### src/rtl/mem_stage.sv
// mem_stage: memory-access stage of the RV32I pipeline (between EX/M and m_wb).
// Non-memory ops pass straight through. Loads and stores go out on a
// req/ready + rvalid data bus. The stage stalls upstream and skips m_wb
// until the access finishes.
// Optional feature: define MEM_MISALIGN_TRAP_EN to trap misaligned H/W
// accesses through an extra misalign_trap output. Without it, the low
// address bits below the access size are ignored.
module mem_stage #(
  parameter int RESP_TIMEOUT = 255
) (
  input  logic        clk,
  input  logic        rst,
  input  logic        valid_in,
  input  logic [31:0] alu_result,
  input  logic [31:0] store_data,
  input  logic [2:0]  funct3,
  input  logic        mem_read,
  input  logic        mem_write,
  input  logic [4:0]  rd_addr_in,
  input  logic        writeback_en_in,
  output logic        dmem_req,
  output logic        dmem_we,
  output logic [31:0] dmem_addr,
  output logic [31:0] dmem_wdata,
  output logic [3:0]  dmem_wstrb,
  input  logic        dmem_ready,
  input  logic        dmem_rvalid,
  input  logic [31:0] dmem_rdata,
  output logic [4:0]  rd_addr_out,
  output logic [31:0] rd_out,
  output logic        writeback_en_out,
  output logic        writeback_from_mem_out,
  output logic        skip_out,
  output logic        stall_out,
  output logic        bus_error
`ifdef MEM_MISALIGN_TRAP_EN
  ,
  output logic        misalign_trap
`endif
);

  typedef enum logic [1:0] {
    IDLE      = 2'd0,
    REQ       = 2'd1,
    WAIT_RESP = 2'd2
  } state_t;

  state_t      state_reg, state_next;
  logic [15:0] cnt_reg, cnt_next;
  logic [16:0] cnt_inc;
  logic        bus_error_reg, bus_error_next;
  // Response that arrived in the same cycle the bus accepted the load.
  logic        pend_reg, pend_next;
  logic [31:0] pend_data_reg, pend_data_next;

  logic        is_mem;
  logic        is_load;
  logic        misaligned;
  logic        trap;
  logic [1:0]  acc_size;
  logic        resp_valid;
  logic [31:0] resp_data;
  logic [7:0]  byte_lane;
  logic [15:0] half_lane;
  logic [31:0] load_ext;

  assign is_mem   = valid_in & (mem_read | mem_write);
  assign is_load  = mem_read;  // read+write together behaves as a load
  assign acc_size = funct3[1:0];

`ifdef MEM_MISALIGN_TRAP_EN
  assign misaligned = (acc_size == 2'b01 && alu_result[0]) ||
                      (acc_size[1] && alu_result[1:0] != 2'b00);
  assign misalign_trap = trap;
`else
  assign misaligned = 1'b0;
`endif

  assign dmem_we     = mem_write & ~mem_read;
  assign dmem_addr   = {alu_result[31:2], 2'b00};
  assign rd_addr_out = rd_addr_in;
  assign stall_out   = skip_out;
  assign bus_error   = bus_error_reg;

  // Per-lane strobe and replicated write data; H ignores addr[0], W ignores addr[1:0].
  for (genvar gi = 0; gi < 4; gi++) begin : g_lane
    localparam logic [1:0] LANE = 2'(gi);
    assign dmem_wstrb[gi] = (acc_size == 2'b00) ? (alu_result[1:0] == LANE) :
                            (acc_size == 2'b01) ? (alu_result[1] == LANE[1]) : 1'b1;
    assign dmem_wdata[8*gi +: 8] = (acc_size == 2'b00) ? store_data[7:0] :
                                   (acc_size == 2'b01) ? store_data[8*(gi%2) +: 8] :
                                                         store_data[8*gi +: 8];
  end

  assign resp_valid = dmem_rvalid | pend_reg;
  assign resp_data  = pend_reg ? pend_data_reg : dmem_rdata;

  // Lane selection and sign/zero extension of the returned load word.
  always_comb begin
    byte_lane = resp_data[7:0];
    case (alu_result[1:0])
      2'd1:    byte_lane = resp_data[15:8];
      2'd2:    byte_lane = resp_data[23:16];
      2'd3:    byte_lane = resp_data[31:24];
      default: byte_lane = resp_data[7:0];
    endcase
    half_lane = alu_result[1] ? resp_data[31:16] : resp_data[15:0];
    case (funct3)
      3'b000:  load_ext = {{24{byte_lane[7]}}, byte_lane};
      3'b001:  load_ext = {{16{half_lane[15]}}, half_lane};
      3'b100:  load_ext = {24'd0, byte_lane};
      3'b101:  load_ext = {16'd0, half_lane};
      default: load_ext = resp_data;
    endcase
  end

  assign cnt_inc = {1'b0, cnt_reg} + 17'd1;

  // Next-state and output decode for the IDLE/REQ/WAIT_RESP access FSM.
  always_comb begin
    state_next             = state_reg;
    cnt_next               = cnt_reg;
    bus_error_next         = 1'b0;
    pend_next              = pend_reg;
    pend_data_next         = pend_data_reg;
    dmem_req               = 1'b0;
    skip_out               = 1'b0;
    rd_out                 = alu_result;
    writeback_en_out       = 1'b0;
    writeback_from_mem_out = 1'b0;
    trap                   = 1'b0;
    case (state_reg)
      IDLE: begin
        cnt_next  = '0;
        pend_next = 1'b0;
        if (!is_mem) begin
          writeback_en_out = valid_in & writeback_en_in;
        end else if (misaligned) begin
          trap = 1'b1;
        end else begin
          dmem_req = 1'b1;
          if (dmem_ready) begin
            if (is_load) begin
              skip_out       = 1'b1;
              state_next     = WAIT_RESP;
              pend_next      = dmem_rvalid;
              pend_data_next = dmem_rdata;
            end
          end else begin
            skip_out   = 1'b1;
            state_next = REQ;
          end
        end
      end
      REQ: begin
        dmem_req = 1'b1;
        skip_out = 1'b1;
        if (dmem_ready) begin
          if (is_load) begin
            state_next     = WAIT_RESP;
            pend_next      = dmem_rvalid;
            pend_data_next = dmem_rdata;
          end else begin
            skip_out   = 1'b0;
            state_next = IDLE;
          end
        end
      end
      WAIT_RESP: begin
        skip_out = 1'b1;
        cnt_next = cnt_inc[15:0];
        if (resp_valid) begin
          skip_out               = 1'b0;
          rd_out                 = load_ext;
          writeback_en_out       = valid_in & writeback_en_in;
          writeback_from_mem_out = 1'b1;
          state_next             = IDLE;
          cnt_next               = '0;
          pend_next              = 1'b0;
        end else if (cnt_inc == 17'(RESP_TIMEOUT)) begin
          // Give up: release the pipeline with a zero result, flag error next cycle.
          skip_out       = 1'b0;
          rd_out         = '0;
          state_next     = IDLE;
          cnt_next       = '0;
          bus_error_next = 1'b1;
        end
      end
      default: state_next = IDLE;
    endcase
    // Outputs are combinational, so mask them while reset is held.
    if (!rst) begin
      dmem_req               = 1'b0;
      skip_out               = 1'b0;
      writeback_en_out       = 1'b0;
      writeback_from_mem_out = 1'b0;
      trap                   = 1'b0;
    end
  end

  // State, timeout counter, error pulse and captured early response.
  always_ff @(posedge clk) begin
    if (!rst) begin
      state_reg     <= IDLE;
      cnt_reg       <= '0;
      bus_error_reg <= 1'b0;
      pend_reg      <= 1'b0;
      pend_data_reg <= '0;
    end else begin
      state_reg     <= state_next;
      cnt_reg       <= cnt_next;
      bus_error_reg <= bus_error_next;
      pend_reg      <= pend_next;
      pend_data_reg <= pend_data_next;
    end
  end

endmodule

### config.mk
export PLATFORM = sky130hd
export DESIGN_NAME = mem_stage
export DESIGN_NICKNAME = d
export VERILOG_FILES = /design/src/rtl/mem_stage.sv
export SDC_FILE = /design/constraint.sdc
export NUM_CORES = 1
export LEC_CHECK = 0
export ABC_AREA = 1
export CAP_MARGIN = 20
export CORE_MARGIN = 2
export CORE_UTILIZATION = 41
export CTS_CLUSTER_SIZE = 12
export DETAILED_ROUTE_END_ITERATION = 8
export PLACE_DENSITY_LB_ADDON = 0.3
export SYNTH_ARGS = -nofsm -noshare
export SYNTH_HDL_FRONTEND = slang
export SYNTH_SLANG_ARGS = --single-unit
### constraint.sdc
create_clock -name clk -period 2.98 [get_ports clk]
set_input_delay 0.596 -clock clk [delete_from_list [all_inputs] [get_ports clk]]
set_output_delay 0.596 -clock clk [all_outputs]
set_load 0.05 [all_outputs]
==> metrics.txt <==
R2R depth 22; YS warnings 0; Die W between 100 and 150 um; Max clock buf depth 2; number of I/O port buffers 211; count leader, synth nand2_1; Yosys cell types 39; largest fanout on the critical path 8; Setup CP Type register to output port; Via Count between 5000 and 6000; H-tree depth 2; I/O pins ~220; Top FF cell, synth dfxtp_1; Nets 1091; Post-synth top cells 207 x nand2_1, 102 x nor2_1, 88 x o21ai_0, 70 x inv_1, 52 x dfxtp_1; Root Buffer clkbuf_8; final instance area approximately 0.008 mm^2; sequential area share after synthesis 23.4%; Period minus WS final 3090 ps; max-cap violations 0; Crit. Startpoint cnt_reg[4]$_SDFFE_PN0N_; initial antenna violation count 0; Setup crit end kind output port; RSZ-0062 raised after global routing true; first-pass GRT wire length 27.6 mm; Core Box Area about 0.011 mm^2; die area 0.0117 mm^2; Worst-path clk slew 110 ps; largest net degree at the start of global routing 35; Max VDD drop between 0.2 and 0.3 mV; post-route antenna net violation count 0; Fmax around 320 MHz; Placed Instances roughly 1100; Post-synth EDFFs 0; Async S/R FF share, synth 0%; CTS tree done; WL final 19.4 mm; Final Skew 14.3 ps; first-pass iteration count of the detailed router 5; Slew Limit Fails 0; Final Hold Fails 0; Reg-to-Reg Start cnt_reg[0]$_SDFFE_PN0N_; count of final setup violators 34; # rows 38; vias in the first global route 5463; Num CTS Buffers 5; grt peak-use layer met2; met1 Use GR 37.9%; hold path start pend_data_reg[28]$_SDFFE_PN0P_; Worst-Margin Slew 571 ps; Startpoint Class register; Finished Layout Cells 1114; grt met3 use 4.88%; met2 GRT Util between 50% and 60%; DR WL/cell 17.4 um; synthesized area per cell 5.92 um^2; Final WS setup -110 ps; max reg flops 32; Starting Density 41.5%; Cell Area, Placed 0.00722 mm^2; die height 108 um; max_slew headroom around three fifths; Antenna diodes 0; post-DP HPWL 13.5 mm; area leader, netlist dfxtp_1; Clk Latency, worst-skew pair 320 ps; Power Dens Cells 494 mW/mm^2; HP Class register to register; 1st-iter DRT viols 549; worst path required time 2380 ps; P&R area growth vs syn 79.3%; hold path cells 2; Gate Count Post-Synth 753; Final GP Congestion 0.972; top post-synthesis cells by area dfxtp_1 23%, nand2_1 17%, o21ai_0 9.9%; clock sinks 52; Final Cycle Share 104%; CP arrival ~2500 ps; top cell type's share of synthesized area 23.4%; status finished with violations; Tot Pwr a little under 4000 uW; Cell Area, Synth 0.00446 mm^2; Overflow after GRT 0; failing checks negative setup slack; DR vias/cell 5.36; fraction of layout cells with a size suffix above 1 ~26%; DRC 0; P_leak 0.00347 uW; GRT Overall Usage 30.0%; Yosys reg bits 52
cells by family (layout without fill, tap and decap cells):
family	after synthesis	in the layout	synth area share (%)
simple gates	362	366	33.4
compound gates	164	164	20.0
buf+inv	149	365	17.2
flops	52	52	23.4
mux	16	16	3.59
fa+ha+maj	6	6	1.68
xor+xnor	3	3	0.758
other cells	1	2	0.0841
through the flow:
step / setup slack (ps) / util [%] / TNS [ps] / hold WS [ps]
2_1_floorplan: -83.7 / - / -83.7 / 447
3_3_place_gp: -213 / 67.2 / -3860 / 453
3_5_place_dp: -315 / 67.2 / -5320 / 466
4_1_cts: -13.5 / 72.0 / -13.5 / 488
5_1_grt: -243 / 74.4 / -6230 / 505
6_report: -110 / 74.4 / -2410 / 484
routing by layer:
| layer | share of wire [%] | wire length [um] |
|---|---|---|
| met1 | 39 | 7470 |
| met2 | 51 | 9850 |
| met4 | 2.8 | 542 |
| met3 | 7.9 | 1520 |
| met5 | 0 | 0 |
area by class of cell:
class	instances	area, um^2
flip-flops and latches	52	1060
fillers	818	2750
inverters	72	275
clock inverters	2	35.0
clock buffers	6	72.6
multi-input cells	557	3060
well taps	140	175
repair buffers	285	3310
layout by cell type (no fill, tap or decap), types with 13 or more instances in the layout:
cell | Yosys | final
a21oi_1 | 38 | 35
buf_12 | 0 | 60
buf_4 | 47 | 71
clkdlybuf4s50_1 | 0 | 142
dfxtp_1 | 52 | 42
inv_1 | 70 | 67
mux2i_1 | 16 | 14
nand2_1 | 207 | 179
nand2_2 | 4 | 21
nand3_1 | 17 | 14
nor2_1 | 102 | 91
o21ai_0 | 88 | 75
o21ai_2 | 0 | 13
final timing paths:
check	end	slack [ps]
hold / removal	pend_data_reg[28]$_SDFFE_PN0P_	480
setup reg to reg	cnt_reg[4]$_SDFFE_PN0N_	10
setup / recovery	rd_out[11]	-110
hold reg to reg	pend_data_reg[28]$_SDFFE_PN0P_	480
critical path: stages, from the launching register on:
cell,delay [ps]
dfxtp_2,400
nand2_1,180
nor2_2,180
nand2_2,100
nor2_4,120
xor2_1,180
nand2_1,100
nor2_2,130
nand2_2,120
nand2_8,160
nand2_8,110
nand2_1,90
o21ai_1,120
buf_12,180
power breakdown:
group | leakage, uW | switching [uW] | internal [uW] | total [uW]
clock network | 0.0000552 | 246 | 250 | 496
registers | 0.000429 | 52.5 | 774 | 827
logic | 0.00298 | 1560 | 1070 | 2630
total | 0.00347 | 1860 | 2090 | 3950
timing repair:
| item | 4_1_cts | 5_1_grt |
|---|---|---|
| gates resized for setup | 60 | 63 |
| setup buffers | 28 | 4 |
| hold buffers | 0 | 0 |
| endpoints found under the setup margin | 34 | 36 |
| gates cloned | 3 | 1 |
| pin swaps | 27 | 13 |
No activity file was read; power rests on OpenSTA's default activity.
